`src/rtl/ex_pkg.sv`:
```
// Shared encodings and types for the execute stage.
package ex_pkg;

  localparam int XLEN_DEFAULT = 32;

  localparam logic [1:0] ALUOP_ADD   = 2'b00;
  localparam logic [1:0] ALUOP_SUB   = 2'b01;
  localparam logic [1:0] ALUOP_FUNCT = 2'b10;
  localparam logic [1:0] ALUOP_OR    = 2'b11;

  localparam logic [5:0] FUNCT_ADD  = 6'b100000;
  localparam logic [5:0] FUNCT_SUB  = 6'b100010;
  localparam logic [5:0] FUNCT_AND  = 6'b100100;
  localparam logic [5:0] FUNCT_OR   = 6'b100101;
  localparam logic [5:0] FUNCT_SLT  = 6'b101010;
  localparam logic [5:0] FUNCT_SLL  = 6'b000000;
  localparam logic [5:0] FUNCT_MULT = 6'b011000;

  typedef enum logic [2:0] {
    ALU_ADD, ALU_SUB, ALU_AND, ALU_OR, ALU_SLT, ALU_SLL, ALU_MUL, ALU_NOP
  } alu_ctrl_e;

  typedef enum logic [1:0] {
    ST_IDLE, ST_MUL, ST_DONE
  } state_e;

  // Width-independent part of the EX/MEM bundle.
  typedef struct packed {
    logic       valid;
    logic       mem_read;
    logic       mem_write;
    logic       reg_write;
    logic       mem_to_reg;
    logic       flush;
    logic [4:0] write_reg;
  } exm_ctrl_t;

  // Map alu_op/funct onto a single ALU operation.
  function automatic alu_ctrl_e decode_alu(input logic [1:0] alu_op, input logic [5:0] funct);
    alu_ctrl_e ctrl;
    ctrl = ALU_NOP;
    case (alu_op)
      ALUOP_ADD: ctrl = ALU_ADD;
      ALUOP_SUB: ctrl = ALU_SUB;
      ALUOP_OR:  ctrl = ALU_OR;
      ALUOP_FUNCT: begin
        case (funct)
          FUNCT_ADD:  ctrl = ALU_ADD;
          FUNCT_SUB:  ctrl = ALU_SUB;
          FUNCT_AND:  ctrl = ALU_AND;
          FUNCT_OR:   ctrl = ALU_OR;
          FUNCT_SLT:  ctrl = ALU_SLT;
          FUNCT_SLL:  ctrl = ALU_SLL;
          FUNCT_MULT: ctrl = ALU_MUL;
          default:    ctrl = ALU_NOP;
        endcase
      end
      default: ctrl = ALU_NOP;
    endcase
    return ctrl;
  endfunction

endpackage

```
`src/rtl/ex_mult_seq.sv`:
```
// Iterative shift-add multiplier: one partial product per cycle, low XLEN bits kept.
module ex_mult_seq
  import ex_pkg::*;
#(
  parameter int XLEN       = XLEN_DEFAULT,
  parameter int MUL_CYCLES = XLEN_DEFAULT
) (
  input  logic            clock,
  input  logic            reset_n,
  input  logic            start,
  input  logic [XLEN-1:0] op_a,
  input  logic [XLEN-1:0] op_b,
  output logic            done,
  output logic [XLEN-1:0] product
);

  localparam int CNT_W = $clog2(MUL_CYCLES);

  logic             run_q, run_d;
  logic [CNT_W-1:0] count_q, count_d;
  logic [XLEN-1:0]  mcand_q, mcand_d;
  logic [XLEN-1:0]  mplier_q, mplier_d;
  logic [XLEN-1:0]  acc_q, acc_d;

  // done marks the cycle whose edge performs the final iteration.
  assign done    = run_q & (count_q == CNT_W'(MUL_CYCLES - 1));
  assign product = acc_q;

  // Next iteration: add shifted multiplicand when the current multiplier bit is set.
  always_comb begin
    run_d    = run_q;
    count_d  = count_q;
    mcand_d  = mcand_q;
    mplier_d = mplier_q;
    acc_d    = acc_q;
    if (start) begin
      run_d    = 1'b1;
      count_d  = '0;
      mcand_d  = op_a;
      mplier_d = op_b;
      acc_d    = '0;
    end else if (run_q) begin
      if (mplier_q[0]) acc_d = acc_q + mcand_q;
      mcand_d  = mcand_q << 1;
      mplier_d = mplier_q >> 1;
      count_d  = count_q + CNT_W'(1);
      if (done) begin
        run_d   = 1'b0;
        count_d = '0;
      end
    end
  end

  // Multiplier state registers.
  always_ff @(posedge clock or negedge reset_n) begin
    if (!reset_n) begin
      run_q    <= 1'b0;
      count_q  <= '0;
      mcand_q  <= '0;
      mplier_q <= '0;
      acc_q    <= '0;
    end else begin
      run_q    <= run_d;
      count_q  <= count_d;
      mcand_q  <= mcand_d;
      mplier_q <= mplier_d;
      acc_q    <= acc_d;
    end
  end

endmodule

```
`src/rtl/ex_stage.sv`:
```
// Execute stage: ALU, branch/jump resolution, MULT sequencing and EX/MEM registers.
module ex_stage
  import ex_pkg::*;
#(
  parameter int XLEN       = XLEN_DEFAULT,
  parameter int MUL_CYCLES = XLEN_DEFAULT
) (
  input  logic            clock,
  input  logic            reset_n,
  input  logic            ex_valid,
  input  logic            branch,
  input  logic            jump,
  input  logic            alu_src,
  input  logic            mem_read,
  input  logic            mem_write,
  input  logic            reg_write,
  input  logic            reg_dst,
  input  logic            mem_to_reg,
  input  logic [1:0]      alu_op,
  input  logic [XLEN-1:0] npc,
  input  logic [XLEN-1:0] readdata1,
  input  logic [XLEN-1:0] readdata2,
  input  logic [XLEN-1:0] sigext,
  input  logic [4:0]      rt,
  input  logic [4:0]      rd,
  input  logic            mem_stall,
  output logic            ex_busy,
  output logic            exm_valid,
  output logic            exm_mem_read,
  output logic            exm_mem_write,
  output logic            exm_reg_write,
  output logic            exm_mem_to_reg,
  output logic [XLEN-1:0] exm_alu_result,
  output logic [XLEN-1:0] exm_write_data,
  output logic [4:0]      exm_write_reg,
  output logic            exm_flush,
  output logic [XLEN-1:0] exm_target
);

  state_e          state_q, state_d;
  exm_ctrl_t       exm_ctrl_q, exm_ctrl_d;
  logic [XLEN-1:0] exm_result_q, exm_result_d;
  logic [XLEN-1:0] exm_wdata_q, exm_wdata_d;
  logic [XLEN-1:0] exm_target_q, exm_target_d;
  exm_ctrl_t       pend_ctrl_q, pend_ctrl_d;
  logic [XLEN-1:0] pend_wdata_q, pend_wdata_d;
  logic [XLEN-1:0] pend_target_q, pend_target_d;

  alu_ctrl_e       alu_ctrl;
  logic [XLEN-1:0] op_b, alu_res, target;
  logic            taken, do_jump;
  exm_ctrl_t       cur_ctrl;
  logic            mult_start, mult_done;
  logic [XLEN-1:0] mult_product;

  ex_mult_seq #(.XLEN(XLEN), .MUL_CYCLES(MUL_CYCLES)) u_mult (
    .clock   (clock),
    .reset_n (reset_n),
    .start   (mult_start),
    .op_a    (readdata1),
    .op_b    (op_b),
    .done    (mult_done),
    .product (mult_product)
  );

  // Decode, ALU, redirect and the control bundle for the current instruction.
  always_comb begin
    op_b     = alu_src ? sigext : readdata2;
    alu_ctrl = decode_alu(alu_op, sigext[5:0]);
    case (alu_ctrl)
      ALU_ADD: alu_res = readdata1 + op_b;
      ALU_SUB: alu_res = readdata1 - op_b;
      ALU_AND: alu_res = readdata1 & op_b;
      ALU_OR:  alu_res = readdata1 | op_b;
      ALU_SLT: alu_res = {{(XLEN-1){1'b0}}, ($signed(readdata1) < $signed(op_b))};
      ALU_SLL: alu_res = op_b << sigext[10:6];
      default: alu_res = '0;
    endcase
    taken   = branch & ex_valid & (readdata1 == readdata2);
    do_jump = jump & ex_valid;
    if (jump) target = {npc[XLEN-1:28], sigext[25:0], 2'b00};
    else      target = npc + (sigext << 2);
    cur_ctrl.valid      = ex_valid;
    cur_ctrl.mem_read   = ex_valid & mem_read;
    cur_ctrl.mem_write  = ex_valid & mem_write;
    cur_ctrl.reg_write  = ex_valid & reg_write;
    cur_ctrl.mem_to_reg = ex_valid & mem_to_reg;
    cur_ctrl.flush      = taken | do_jump;
    cur_ctrl.write_reg  = reg_dst ? rd : rt;
  end

  // State machine and next values of the EX/MEM registers.
  always_comb begin
    state_d       = state_q;
    exm_ctrl_d    = exm_ctrl_q;
    exm_result_d  = exm_result_q;
    exm_wdata_d   = exm_wdata_q;
    exm_target_d  = exm_target_q;
    pend_ctrl_d   = pend_ctrl_q;
    pend_wdata_d  = pend_wdata_q;
    pend_target_d = pend_target_q;
    mult_start    = 1'b0;
    case (state_q)
      ST_IDLE: begin
        if (!mem_stall) begin
          if (ex_valid && alu_ctrl == ALU_MUL) begin
            mult_start    = 1'b1;
            pend_ctrl_d   = cur_ctrl;
            pend_wdata_d  = readdata2;
            pend_target_d = target;
            exm_ctrl_d    = '0;
            state_d       = ST_MUL;
          end else begin
            exm_ctrl_d   = cur_ctrl;
            exm_result_d = alu_res;
            exm_wdata_d  = readdata2;
            exm_target_d = target;
          end
        end
      end
      ST_MUL: begin
        if (mult_done) state_d = ST_DONE;
      end
      ST_DONE: begin
        if (!mem_stall) begin
          exm_ctrl_d   = pend_ctrl_q;
          exm_result_d = mult_product;
          exm_wdata_d  = pend_wdata_q;
          exm_target_d = pend_target_q;
          state_d      = ST_IDLE;
        end
      end
      default: state_d = ST_IDLE;
    endcase
  end

  // State, pending MULT bundle and EX/MEM registers.
  always_ff @(posedge clock or negedge reset_n) begin
    if (!reset_n) begin
      state_q       <= ST_IDLE;
      exm_ctrl_q    <= '0;
      exm_result_q  <= '0;
      exm_wdata_q   <= '0;
      exm_target_q  <= '0;
      pend_ctrl_q   <= '0;
      pend_wdata_q  <= '0;
      pend_target_q <= '0;
    end else begin
      state_q       <= state_d;
      exm_ctrl_q    <= exm_ctrl_d;
      exm_result_q  <= exm_result_d;
      exm_wdata_q   <= exm_wdata_d;
      exm_target_q  <= exm_target_d;
      pend_ctrl_q   <= pend_ctrl_d;
      pend_wdata_q  <= pend_wdata_d;
      pend_target_q <= pend_target_d;
    end
  end

  assign ex_busy        = (state_q != ST_IDLE) | mem_stall;
  assign exm_valid      = exm_ctrl_q.valid;
  assign exm_mem_read   = exm_ctrl_q.mem_read;
  assign exm_mem_write  = exm_ctrl_q.mem_write;
  assign exm_reg_write  = exm_ctrl_q.reg_write;
  assign exm_mem_to_reg = exm_ctrl_q.mem_to_reg;
  assign exm_flush      = exm_ctrl_q.flush;
  assign exm_write_reg  = exm_ctrl_q.write_reg;
  assign exm_alu_result = exm_result_q;
  assign exm_write_data = exm_wdata_q;
  assign exm_target     = exm_target_q;

endmodule

```
`config.mk`:
```
export PLATFORM = sky130hd
export DESIGN_NAME = ex_stage
export DESIGN_NICKNAME = d
export VERILOG_FILES = /design/src/rtl/ex_pkg.sv /design/src/rtl/ex_mult_seq.sv /design/src/rtl/ex_stage.sv
export SDC_FILE = /design/constraint.sdc
export NUM_CORES = 1
export LEC_CHECK = 0
export BUFFER_PORTS_ARGS = -buffer_cell sky130_fd_sc_hd__buf_4
export CAP_MARGIN = 15
export CORE_ASPECT_RATIO = 0.6
export CORE_MARGIN = 8
export CORE_UTILIZATION = 55
export DETAILED_ROUTE_END_ITERATION = 8
export PLACE_DENSITY = 0.74
export SETUP_SLACK_MARGIN = 0.05
export SYNTH_ARGS = -nofsm -noshare
export SYNTH_HDL_FRONTEND = slang
export SYNTH_HIERARCHICAL = 1
export SYNTH_SLANG_ARGS = --single-unit
export TNS_END_PERCENT = 10
```
`constraint.sdc`:
```
create_clock -name clock -period 3.1 [get_ports clock]
set_input_delay 0.465 -clock clock [delete_from_list [all_inputs] [get_ports clock]]
set_output_delay 0.465 -clock clock [all_outputs]
set_load 0.05 [all_outputs]
```
==> qor.yml <==
post-route-cell-area_um2: 31800
die_h_um: 175
antenna_left: 0
h-tree-depth: 1
area_growth_pct: 37.6
drt_iter0_markers: 4523
path_max_fanout: 8
pin_count: 260
clock_latency_ns: 0.63
gr-usage-all-layers_pct: 43.1
synth_fp_nets: 3102
via_count: 26800
path_cells: "buf_12 -> buf_12 -> buf_4 -> mux2i_2 -> buf_4 -> ha_1 -> a221oi_4 -> o221ai_2 -> buf_4 -> a21oi_1 -> o21ai_2 -> a21oi_1 -> o311ai_1 -> xnor2_1 -> a21oi_2 -> buf_4 -> nor3_1"
placed_cell_area_um2: 29700
cts-root-buf: "clkbuf_16"
fin_nets: 3796
startpoint_type: "input port"
fin_setup_tns_ns: -0.616
globalplace.congestion: 1.10
synth_top_area_share_pct: 31.0
final_cell_count_no_fill: 4067
wl_mm: 111
yosys_warnings: 6
dpl.hpwl_mm: 86.5
hold_violations: 0
seqPwrFrac_pct: 27.6
drive_gt1_share_pct: 32.8
fin_crit_sh_pct: 106
hold_class: "in -> reg"
synthArstFlopShare_pct: 100
violations: "setup timing"
rsz0062_at_grt: "true"
fin_total_pwr_mw: 19.1
rows: 58
viasPerCell: 6.59
grt_pass1_wl_mm: 162
setup_slack_ns: -0.201
maxCapViolations: 0
drtPass1Iterations: 7
antenna_found_initial: 7
die_w_um: 281
synth_top_flop_cell: "dfrtp_1"
multiInputGateArea_um2: 15800
dieArea_um2: 49000
synth.area.top_cells: "dfrtp_1 (31%), ha_1 (8.9%), mux2i_1 (6.7%)"
cp-end-kind: "flop"
cpMaxStageDelayCell: "xnor2_1"
cts_buffers: 29
register_area_um2: 7160
overflow: 0
critical_path_class: "in -> reg"
drc: 0
coreArea_um2: 41700
yosysSeqAreaShare_pct: 31.0
cts_sinks: 286
ir_drop_mv: 0.594
fin_crit_ns: 3.30
outcome: "finished, violations left"
p_int_mw: 10.9
slew_headroom_pct: 41.3
power_frac_clock_pct: 21.1
drv_slew: 0
grt_pass1_vias: 25200
synth_area_um2: 23100
post-synth-top-count-cell: "nand2_1"
worst_path_largest_cell_delay_ns: 0.48
hold_slack_ns: 0.0882
placed_cells: 3991
switchingPower_mw: 8.21
synth.largest_area_cell: "dfrtp_1"
num-fill-cells: 2940
portBuffers: 259
yosysUniqueCellTypes: 91
syn_area_per_cell_um2: 8.31
power_frac_comb_pct: 51.3
netlist_instances: 2781
synth_edf_count: 0
max_freq_mhz: 303
ys_top_cells_by_count: "nand2_1 (373), dfrtp_1 (286), o21ai_0 (262)"
initial_core_util_pct: 55.5
switching_share_pct: 43.1
ys_seq_elements: 286
cts_buffer_depth: 3
finClkSkew_ns: 0.0279
p_leak_nw: 14.7
required_ns: 3.63
worst_slew_pin_slew_ns: 0.880
wl_per_cell_um: 27.3
powerDensity_nw_per_um2: 600
cp_common_cell: "buf_4"
path_clk_slew_ns: 0.07
worstPathArrival_ns: 3.83
setup_viol: 10
cts_tree: "yes"
grt_max_degree: 104
-- logic make-up after synthesis --
logic type	share of synthesized area, %
buffers and inverters	5.13
DFF	31.0
muxes	12.2
xor gates and xnor gates	3.87
and+or+nand+nor	16.1
AOI/OAI and AO/OA	22.4
adders and majority gates	9.28
-- metal layers --
| metal | vias to the layer above | global-route usage [%] | share of wire (%) | routed length [um] |
|---|---|---|---|---|
| met2 | 2240 | 59.9 | 40 | 44500 |
| li1 | 11300 | - | - | - |
| met5 | - | 0 | 0.049 | 55 |
| met4 | 8 | 11.7 | 3.6 | 4030 |
| met1 | 12900 | 61.1 | 40 | 44100 |
| met3 | 323 | 17.1 | 17 | 18400 |
-- final timing paths --
| kind | start | endpoint | slack (ns) | cells past startpoint |
|---|---|---|---|---|
| setup reg to reg | u_mult/mcand_q[0]$_DFFE_PN0P_ | u_mult/product[28]$_DFFE_PN0P_ | -0.06 | 14 |
| hold reg to reg | pend_target_q[9]$_DFFE_PN0P_ | pend_target_q[9]$_DFFE_PN0P_ | 0.48 | 2 |
| setup / recovery | alu_src | exm_alu_result[13]$_DFFE_PN0P_ | -0.20 | 17 |
| min in group asynchronous | reset_n | pend_wdata_q[21]$_DFFE_PN0P_ | 0.40 | 2 |
| max in group asynchronous | reset_n | u_mult/run_q$_DFF_PN0_ | 1.78 | 3 |
| hold / removal | mem_stall | state_q[1]$_DFFE_PN0P_ | 0.09 | 3 |
-- cell type report --
class	count	share of cell area (%)
clock buffer	39	2.46
multi-input combinational	2195	49.7
inverter	124	1.48
timing repair buffer	839	20.8
clock inverter	13	0.835
tap	570	2.24
antenna	1	0.00787
sequential	286	22.5
-- per-stage QoR --
| step | util [%] | setup slack, ns |
|---|---|---|
| after floorplan | - | -0.621 |
| after global placement | 71.3 | -1.10 |
| after detailed placement | 71.3 | -1.02 |
| after CTS | 74.9 | 0.0291 |
| after global routing | 76.3 | -0.235 |
| final | 76.3 | -0.201 |
-- power groups by stage --
stage / Combinational (mW) / Clock (mW) / Sequential (mW)
final: 9.78 / 4.02 / 5.26
after global routing: 10.3 / 4.14 / 5.29
after CTS: 9.11 / 4.03 / 5.19
after detailed placement: 8.80 / 0 / 5.24
after global placement: 8.52 / 0 / 5.20
after floorplan: 4.91 / 0 / 5.58
-- placed cells by master, fill, tap and decap left out, types with 11 or more instances in the layout --
master and count:
a21o_1 34, buf_4 806, nand2b_1 15, a21oi_2 19
nand4_1 20, a22oi_1 11, o31ai_1 15, nor2b_1 20
inv_1 111, mux2_2 68, xor2_1 24, nand2_1 373
o21ai_1 16, buf_12 19, buf_6 11, nand3_1 24
nor2_1 239, and3_1 25, ha_1 145, nor3_1 45
mux2i_1 135, xnor2_1 75, ha_4 15, a211oi_1 22
o211ai_1 23, mux2i_4 13, dfrtp_1 285, clkbuf_16 29
o21a_1 16, o21ai_0 242, mux4_2 21, a31oi_1 51
a21oi_1 217, o21bai_1 25
-- worst max-delay path, delay by kind of cell --
kind	cells	cell delay [ns]
AOI/OAI and AO/OA	7	1.45
muxes	1	0.14
and+or+nand+nor	1	0.12
xor gates and xnor gates	1	0.48
adders and majority gates	1	0.22
buffers and inverters	6	0.91
-- what timing repair did --
item                                    4_1_cts  5_1_grt
setup buffers                                13        9
hold buffers                                  1        0
pin swaps                                    30       55
endpoints found under the hold margin        70        0
resized for setup                            65      117
gates cloned                                  0        0
endpoints found under the setup margin       30       52
No activity file was read; power rests on OpenSTA's default activity.
